**src/rtl/alu_arbiter.sv**
```systemverilog
// alu_arbiter: shares one combinational 8-bit ALU between two requesters.
// Requester 0 is the issue stage and requester 1 is the auxiliary sequencer.
// Requests are granted round-robin. Operands are held on the ALU inputs for
// EXEC_CYCLES cycles, then the result and flags are captured into a response
// register that stays valid until the consumer accepts it.
//
// Handshake semantics (request and response sides alike): a transfer happens
// on a rising clock edge where valid && ready are both high. The source keeps
// its payload stable while valid is high and ready is low. A source may drop
// valid before a transfer, which withdraws that request. The response side
// holds rsp_valid and the rsp_* payload until rsp_ready is seen.
module alu_arbiter #(
    parameter int W           = 8,
    parameter int EXEC_CYCLES = 1   // legal range 1..15
) (
    input  logic         clk,
    input  logic         reset_n,
    input  logic [1:0]   req_valid,
    output logic [1:0]   req_ready,
    input  logic [2:0]   req0_op,
    input  logic [W-1:0] req0_a,
    input  logic [W-1:0] req0_b,
    input  logic [2:0]   req1_op,
    input  logic [W-1:0] req1_a,
    input  logic [W-1:0] req1_b,
    output logic [2:0]   alu_op,
    output logic [W-1:0] alu_a,
    output logic [W-1:0] alu_b,
    input  logic [W-1:0] alu_rslt,
    input  logic         alu_zero,
    input  logic         alu_par,
    input  logic         alu_sco,
    output logic         rsp_valid,
    input  logic         rsp_ready,
    output logic         rsp_id,
    output logic [W-1:0] rsp_rslt,
    output logic [2:0]   rsp_flags,
    output logic         busy,
    output logic [1:0]   dbg_state
);

    typedef enum logic [1:0] {
        ST_IDLE = 2'd0,
        ST_EXEC = 2'd1,
        ST_RESP = 2'd2
    } state_t;

    // The exec counter is loaded with EXEC_CYCLES-1 and the result is
    // captured on the edge where it reads zero.
    localparam logic [3:0] CNT_INIT = 4'(EXEC_CYCLES - 1);

    state_t     state;
    logic       last_grant;
    logic [3:0] exec_cnt;
    logic       grant;
    logic       accept;

    // Round-robin grant: a sole requester wins, a tie goes to the requester
    // that was not served last.
    always_comb begin
        grant = 1'b0;
        case (req_valid)
            2'b10:   grant = 1'b1;
            2'b11:   grant = ~last_grant;
            default: grant = 1'b0;
        endcase
    end

    // Accept is offered only in IDLE, only to the granted requester, and
    // never while reset is asserted.
    always_comb begin
        req_ready = 2'b00;
        if (reset_n && (state == ST_IDLE)) begin
            if (grant) req_ready[1] = req_valid[1];
            else       req_ready[0] = req_valid[0];
        end
    end

    assign accept    = |(req_valid & req_ready);
    assign dbg_state = state;

    // Main FSM: latch the op on accept, hold it during EXEC, capture the
    // result, then hold the response until the consumer takes it.
    always_ff @(posedge clk or negedge reset_n) begin
        if (!reset_n) begin
            state      <= ST_IDLE;
            last_grant <= 1'b1;
            exec_cnt   <= 4'd0;
            alu_op     <= 3'd0;
            alu_a      <= '0;
            alu_b      <= '0;
            rsp_valid  <= 1'b0;
            rsp_id     <= 1'b0;
            rsp_rslt   <= '0;
            rsp_flags  <= 3'd0;
            busy       <= 1'b0;
        end else begin
            case (state)
                ST_IDLE: begin
                    if (accept) begin
                        alu_op     <= grant ? req1_op : req0_op;
                        alu_a      <= grant ? req1_a  : req0_a;
                        alu_b      <= grant ? req1_b  : req0_b;
                        rsp_id     <= grant;
                        last_grant <= grant;
                        exec_cnt   <= CNT_INIT;
                        busy       <= 1'b1;
                        state      <= ST_EXEC;
                    end
                end
                ST_EXEC: begin
                    if (exec_cnt != 4'd0) begin
                        exec_cnt <= exec_cnt - 4'd1;
                    end else begin
                        rsp_rslt  <= alu_rslt;
                        rsp_flags <= {alu_zero, alu_par, alu_sco};
                        rsp_valid <= 1'b1;
                        state     <= ST_RESP;
                    end
                end
                ST_RESP: begin
                    if (rsp_ready) begin
                        rsp_valid <= 1'b0;
                        busy      <= 1'b0;
                        state     <= ST_IDLE;
                    end
                end
                default: begin
                    rsp_valid <= 1'b0;
                    busy      <= 1'b0;
                    state     <= ST_IDLE;
                end
            endcase
        end
    end

endmodule
```
**config.mk**
```make
export PLATFORM = sky130hd
export DESIGN_NAME = alu_arbiter
export DESIGN_NICKNAME = d
export VERILOG_FILES = /design/src/rtl/alu_arbiter.sv
export SDC_FILE = /design/constraint.sdc
export NUM_CORES = 1
export LEC_CHECK = 0
export ABC_AREA = 1
export CORE_UTILIZATION = 34
export DETAILED_ROUTE_END_ITERATION = 16
export PLACE_DENSITY = 0.69
export SLEW_MARGIN = 40
export SYNTH_ARGS = -nofsm -noshare
export SYNTH_HDL_FRONTEND = slang
export SYNTH_SLANG_ARGS = --single-unit
export TNS_END_PERCENT = 5
```
**constraint.sdc**
```tcl
create_clock -name clk -period 1.59 [get_ports clk]
set_input_delay 0.318 -clock clk [delete_from_list [all_inputs] [get_ports clk]]
set_output_delay 0.318 -clock clk [all_outputs]
set_load 0.02 [all_outputs]
```
== Yosys cells after proc, flatten, opt, wreduce, memory -nomap -nowiden ==
Index checks and enable logic that the tools add are counted.
Storage, ports and cells
  register bits: 40
  word-level logic and storage cells: 55
  input bits: 54
  bits in latches: 0
  memories: 0
  RAM bits: 0
  ROM bits: 0
  output and inout port bits: 37
Operators by class
  muxes and demuxes: 19
  multiply operators: 0
  bitwise gates (word level): 5
  equal/unequal tests: 8
  order comparisons: 0
  divide/modulo/power cells: 0
  reductions and logical operators: 11
  shift operators: 0
  $add $sub $neg: 1
Operator list (number)
  8-bit two-way mux: 2
  3-bit AND reduction: 4
  2-bit two-way mux: 4
  4-bit two-way mux: 2
  2-bit inequality test (second input constant): 4
  4-bit case mux with 2 select lines: 1
  2-bit equality test (second input constant): 3
  1-bit case mux with 3 select lines: 2
  2-bit case mux with 3 select lines: 1
  1-bit two-way mux: 5
  1-bit NOT: 4
  2-bit AND reduction: 2
  4-bit nonzero test: 1
  4-bit by 1-bit subtractor with 4-bit output (second input constant): 1
  3-bit two-way mux: 1
  2-bit bitwise AND: 1
  2-bit by 1-bit equality test with 1-bit output (second input constant): 1
  2-bit logical NOT: 1
  1-bit case mux with 2 select lines: 1
  2-bit nonzero test: 1
  2-bit OR reduction: 1
  1-bit logical AND: 1

== Logic depth before layout (Yosys ltp) ==
Gate-level depths: netlist (run 1).
  depth in word-level cells: 8
  gate-level depth with buffers: 8
  gate-level depth less buffers: 8

== Worst setup path before layout (run 1) ==
OpenSTA, ideal clock, no wires.
  kind: register to output
  start point: reg last_grant
  end point: out req_ready[0]
  data required time: 1272 ps
  cell stages (with the launch flop): 6
  path buffers: 1
  arrival time: 1189 ps
  path slack: 83 ps
  cell sequence: dfstp_2 -> nand2_1 -> nand2_1 -> inv_2 -> clkbuf_1 -> nor2_1
On the way
  cells in the longest elaborated chain, start to end: 4
Ends and longest elaborated chain
  start: declaration: line 53  | logic last_grant;
  start signal: assignment: line 105  | last_grant <= grant;
  1-bit NOT: line 64  | 2'b11: grant = ~last_grant;
  1-bit case mux with 2 select lines: line 62  | case (req_valid)
  1-bit two-way mux: line 74  | if (grant) req_ready[1] = req_valid[1];
  2-bit two-way mux: line 73  | if (reset_n && (state == ST_IDLE)) begin
  end: declaration: line 19  | output logic [1:0] req_ready,
No other way between the ends.

== Worst setup path in the final report (run 1) ==
Same ends and word-level chain as after synthesis.

==> reports/results.ini, run 1 <==
[clock_tree]
cts_buffers=5
cts_max_level=2
clk-insertion-delay-late_ns=0.29
clockRootBuffer=clkbuf_8
cts.sinks=40
cts_tree=built
clockBufferDepth=2
clk_pin_slew_ns=0.07

[floorplanning]
top_level_ports=91
dieArea_um2=5874
start_util=0.3617
num_rows=26
die_width_um=76.64
coreArea_um2=5238
die_h_um=76.64

[drt]
via_count=1862
drc=0
drt-pass1-iter-count=4
post_drt_wl_per_cell_um=10.98
viasPerCell=4.290
ant_nets=0
drtIter0Drc=42
wl_um=4767

[place]
post-place-ws_ns=-0.4520
portBuffers=90
place_area_um2=2955
gp_congestion=0.6979
dp_hpwl_um=3431

[critical_path]
timing.reg2reg.setup_slack_ns=0.04
crit_path_end_kind=primary output
reg2regPathDepth=10
r2r_end=alu_a[3]$_DFFE_PN0P_
r2r-start=last_grant$_DFFE_PN1P_
worst-setup-path-type=reg2out
crit_path_start_kind=flip-flop
cp_data_arrival_time_ns=1.25
crit_fanout=4
cp.required_ns=1.27

[pwr]
switchingPower_uw=2210
p_int_uw=3265
power_density_nw_per_um2=1692
p_clk_frac=0.125
swShare=0.4037
cellLeakagePower_uw=0.001981
share_comb_of_total_power=0.554
ir_drop_v=0.0009340
p_seq_frac=0.321

[yosys]
synthCells=252
synth-edff-count=0
synth_nets=308
avgSynthCellArea_um2=7.517
synth_cell_types=19
synth_ff_type=dfrtp_1
seq_area_frac_synth=0.5291
synth-async-reset-ratio=1.000
yosysWarnings=0
synth_area_um2=1894
ys_ff_latch=40

[layout]
final_common_cell=nand2_1
drive_gt1_frac=0.1346
fin_util=0.6178
fill_cells=464
fin_area_um2=3236
most-common-layout-cells=nand2_1 (140), clkdlybuf4s50_1 (55), dfrtp_1 (39)
finalNetCount=419
antenna_cells=0
area_growth_syn_to_layout_pct=70.81

[sta]
setup_ws_ns=0.01803
slew-limit-headroom=0.7799
skew_ns=0.01004
fin_setup_tns_ns=0
rsz0062_at_grt=yes
timing.fmax_mhz=636.1
setup_viol=0
fin_crit_sh=0.9887
maxSlewViolCount=0
tightest_slew_ns=0.3302
finalHoldViolCount=0
min_period_ns=1.572

[global_route]
antenna_found_initial=0
grt_pass1_wl_um=7948
grt_max_degree=27
grtUsageTotal=0.1713
grt_pass1_vias=1784
overflow=0

[status]
status=completed

[run]
drv_cap=0

[worst_hold_path]
hold_class=in2async

==> stage by stage <==
stage	hold WS [ns]	instances	power [µW]
after CTS	0.01305	428	5415
after floorplan	0.02241	252	3336
after detailed placement	0.3283	420	4752
final	0.02266	434	5475
after global routing	0.04035	434	5934
after global placement	0.3254	420	4710
==> timing repair <==
action                                  CTS  global route
pin swaps                                 0             5
setup buffers                             0             5
gates resized for setup                  14            52
cloned                                    0             1
hold buffers                              0             0
endpoints found under the setup margin    6            51
==> cell usage after synthesis, types with 3 or more instances <==
| library cell | number | area [µm²] |
|---|---|---|
| buf_2 | 4 | 20.02 |
| buf_4 | 4 | 30.03 |
| dfrtp_1 | 39 | 975.9 |
| inv_1 | 19 | 71.32 |
| inv_2 | 3 | 11.26 |
| nand2_1 | 144 | 540.5 |
| nand3_1 | 3 | 15.01 |
| nor2_1 | 9 | 33.78 |
| o21ai_0 | 11 | 55.05 |
| o21ai_1 | 3 | 15.01 |
==> layout make-up <==
class,instances,area [µm²],share of cell area
tap,70,87.58,0.02707
multi-input combinational,180,787.0,0.2432
sequential,40,1002,0.3097
inverter,22,90.09,0.02784
clock buffer,8,90.09,0.02784
timing repair buffer,114,1179,0.3643
==> worst max-delay path, cell delays in order, from the launching register on <==
cell	delay (ns)
dfstp_2	0.54
nand2_2	0.06
nand2_2	0.10
inv_4	0.06
nor2_4	0.09
buf_6	0.12
==> flip-flops by register name, indices dropped and copies added (netlist names), 2 cells and up <==
name / cells
alu_a: 8
alu_b: 8
alu_op: 3
dbg_state: 2
exec_cnt: 4
rsp_flags: 3
rsp_rslt: 8
==> power groups by stage <==
stage,Sequential [µW],Clock [µW],Combinational (µW)
3_5_place_dp,1780,0,2970
2_1_floorplan,2300,0,1030
3_3_place_gp,1780,0,2930
4_1_cts,1770,700,2940
6_report,1760,684,3030
5_1_grt,1830,749,3360
==> cells by family after synthesis <==
kind of cell / count (synthesis) / share of synthesized area
buffers and inverters: 32 / 0.07398
and+or+nand+nor: 161 / 0.3296
adders and majority gates: 2 / 0.01321
xor gates and xnor gates: 1 / 0.004624
AOI/OAI and AO/OA: 16 / 0.04954
DFF: 40 / 0.5291
==> how the worst max path moves through the flow <==
stage | from | end | slack (ns) | cells past startpoint
3_3_place_gp | req_valid[0] | req_ready[0] | -0.50 | 5
5_1_grt | last_grant$_DFFE_PN1P_ | alu_a[3]$_DFFE_PN0P_ | -0.06 | 10
6_report | last_grant$_DFFE_PN1P_ | req_ready[0] | 0.02 | 5
2_1_floorplan | last_grant$_DFFE_PN1P_ | req_ready[0] | 0.08 | 5
3_5_place_dp | req_valid[0] | req_ready[0] | -0.45 | 5
4_1_cts | last_grant$_DFFE_PN1P_ | req_ready[1] | -0.02 | 6
==> metal layers <==
metal	vias to the layer above	GRT usage	share of wire
li1	981	-	-
met1	824	0.2118	0.46
met2	52	0.2856	0.48
met3	5	0.05269	0.052
met4	0	0.05192	0.0092
met5	-	0	0
No activity file was read; power rests on OpenSTA's default activity.
==> run 2, diff against run 1 <==
CORE_ASPECT_RATIO = 1.75   (was not set)
==> run 2 against run 1 <==
Compared with the run above:
- flip-flop and latch count unchanged
- utilization down 1.4 points
- register-to-register slack better by 0.02 ns
- critical endpoint unchanged
- largest power group unchanged
==> reports/results.ini, run 2 (synthesis results as in run 1) <==
[place]
portBuffers=90  ; unchanged
dp_hpwl_um=3834  ; +12%
gp_congestion=0.7767  ; +11%
place_inst=424  ; +0.95%
place_area_um2=2960  ; +0.17%

[critical_path]
cp.required_ns=1.27  ; about the same
crit_path_end_kind=primary output
crit_path_start_kind=flip-flop
cp_data_arrival_time_ns=1.26  ; about the same
crit_fanout=4  ; unchanged
worst-setup-path-type=reg2out

[sta]
slew-limit-headroom=0.7792  ; about the same
tightest_slew_ns=0.3312  ; +0.001061 ns
fin_crit_sh=0.9929  ; +0.004283
setup_viol=0  ; unchanged
fin_setup_tns_ns=0  ; unchanged
maxSlewViolCount=0  ; unchanged
rsz0062_at_grt=yes
skew_ns=0.005676  ; -0.004366 ns
finalHoldViolCount=0  ; unchanged
timing.fmax_mhz=633.4  ; -0.43%
min_period_ns=1.579  ; +0.006810 ns

[status]
status=completed

[layout]
final_common_cell=nand2_1
antenna_cells=0  ; unchanged
drive_gt1_frac=0.1361  ; +0.001496
fin_area_um2=3202  ; -1.0%
most-common-layout-cells=nand2_1 (140), clkdlybuf4s50_1 (55), dfrtp_1 (38)
fin_util=0.6043  ; -0.01352
area_growth_syn_to_layout_pct=69.02
reg_top3=alu_a (8), alu_b (8), rsp_rslt (8)
stdcell_count=434  ; unchanged
fill_cells=471  ; +1.5%
finalNetCount=415  ; -0.95%

[drt]
ant_nets=0  ; unchanged
drt-pass1-iter-count=6  ; +2
post_drt_wl_per_cell_um=11.46  ; +4.4%
wl_met3_um=171  ; -31%
viasPerCell=4.318  ; +0.64%
drc=0  ; unchanged
drtIter0Drc=29  ; -31%
highest_layer=met4
routed-wl-met2_um=2804  ; +24%
drt-met1-wl_um=1890  ; -14%
wl_um=4975  ; +4.4%
via_count=1874  ; +0.64%

[global_route]
grt_max_degree=27  ; unchanged
grtUsageTotal=0.1790  ; +0.007710
grt_pass1_vias=1844  ; +3.4%
grt_pass1_wl_um=8004  ; +0.70%
overflow=0  ; unchanged
antenna_found_initial=0  ; unchanged

[clock_tree]
clk-insertion-delay-late_ns=0.29  ; about the same
cts_max_level=2  ; unchanged
cts.sinks=40  ; unchanged
clk_pin_slew_ns=0.08  ; about the same
clockRootBuffer=clkbuf_8
clockBufferDepth=2  ; unchanged
cts_buffers=5  ; unchanged
cts_tree=built

[worst_hold_path]
hold_class=in2async

[floorplanning]
num_rows=35  ; +35%
coreArea_um2=5299  ; +1.2%
die_h_um=100.7  ; +31%
start_util=0.3575  ; -0.004185
top_level_ports=91  ; unchanged
die_width_um=58.43  ; -24%
dieArea_um2=5886  ; +0.20%

[pwr]
cellLeakagePower_uw=0.001853  ; -6.5%
power_density_nw_per_um2=1825  ; +7.8%
ir_drop_v=0.0009356  ; +0.17%
power_uw=5842  ; +6.7%

[run]
drv_cap=0  ; unchanged

run 2: final timing paths:
check | start | endpoint | slack, ns | depth (start not counted)
max reg2reg | last_grant$_DFFE_PN1P_ | exec_cnt[1]$_DFFE_PN0P_ | 0.06 | 8
min in group clk | last_grant$_DFFE_PN1P_ | last_grant$_DFFE_PN1P_ | 0.47 | 2
min | reset_n | exec_cnt[2]$_DFFE_PN0P_ | 0.04 | 2
max in group asynchronous | reset_n | last_grant$_DFFE_PN1P_ | 1.27 | 3
max | last_grant$_DFFE_PN1P_ | req_ready[0] | 0.01 | 5
min reg2reg | last_grant$_DFFE_PN1P_ | last_grant$_DFFE_PN1P_ | 0.47 | 2
run 2: worst max-delay path: stages, from the launching register on:
cell,delay (ns)
dfstp_2,0.55
nand2_2,0.06
nand2_2,0.10
inv_4,0.06
nor2_2,0.07
buf_4,0.14
run 2: through the flow:
step	hold WS, ns	setup slack [ns]
2_1_floorplan	0.02241	0.08302
3_3_place_gp	0.3703	-0.4287
3_5_place_dp	0.3674	-0.4843
4_1_cts	0.04607	-0.1644
5_1_grt	0.07262	-0.03815
6_report	0.04320	0.01122
run 2: area by class of cell:
class / count / area (µm²) / area share
clock buffer: 5 / 68.82 / 0.02149
timing repair buffer: 110 / 1069 / 0.3337
clock inverter: 3 / 90.09 / 0.02814
tap: 74 / 92.59 / 0.02892
multi-input combinational: 180 / 790.8 / 0.2470
sequential: 40 / 1003 / 0.3134
inverter: 22 / 87.58 / 0.02735
run 2: what timing repair did:
action	4_1_cts	5_1_grt
hold buffers	0	0
setup buffers	0	2
pin swaps	0	6
gates cloned	0	0
resized for setup	26	38
setup endpoints to repair	19	37
run 2: per-layer routing:
layer  global-route usage  vias to the layer above
met5                    0                        -
met4              0.08242                        0
met3              0.02696                        9
met2               0.3351                       49
met1               0.1900                      848
li1                     -                      968
run 2: report_power, final:
group	switching [µW]	total [µW]	internal (µW)
Clock	354	1140	785
Combinational	1660	2920	1260
Sequential	268	1780	1510
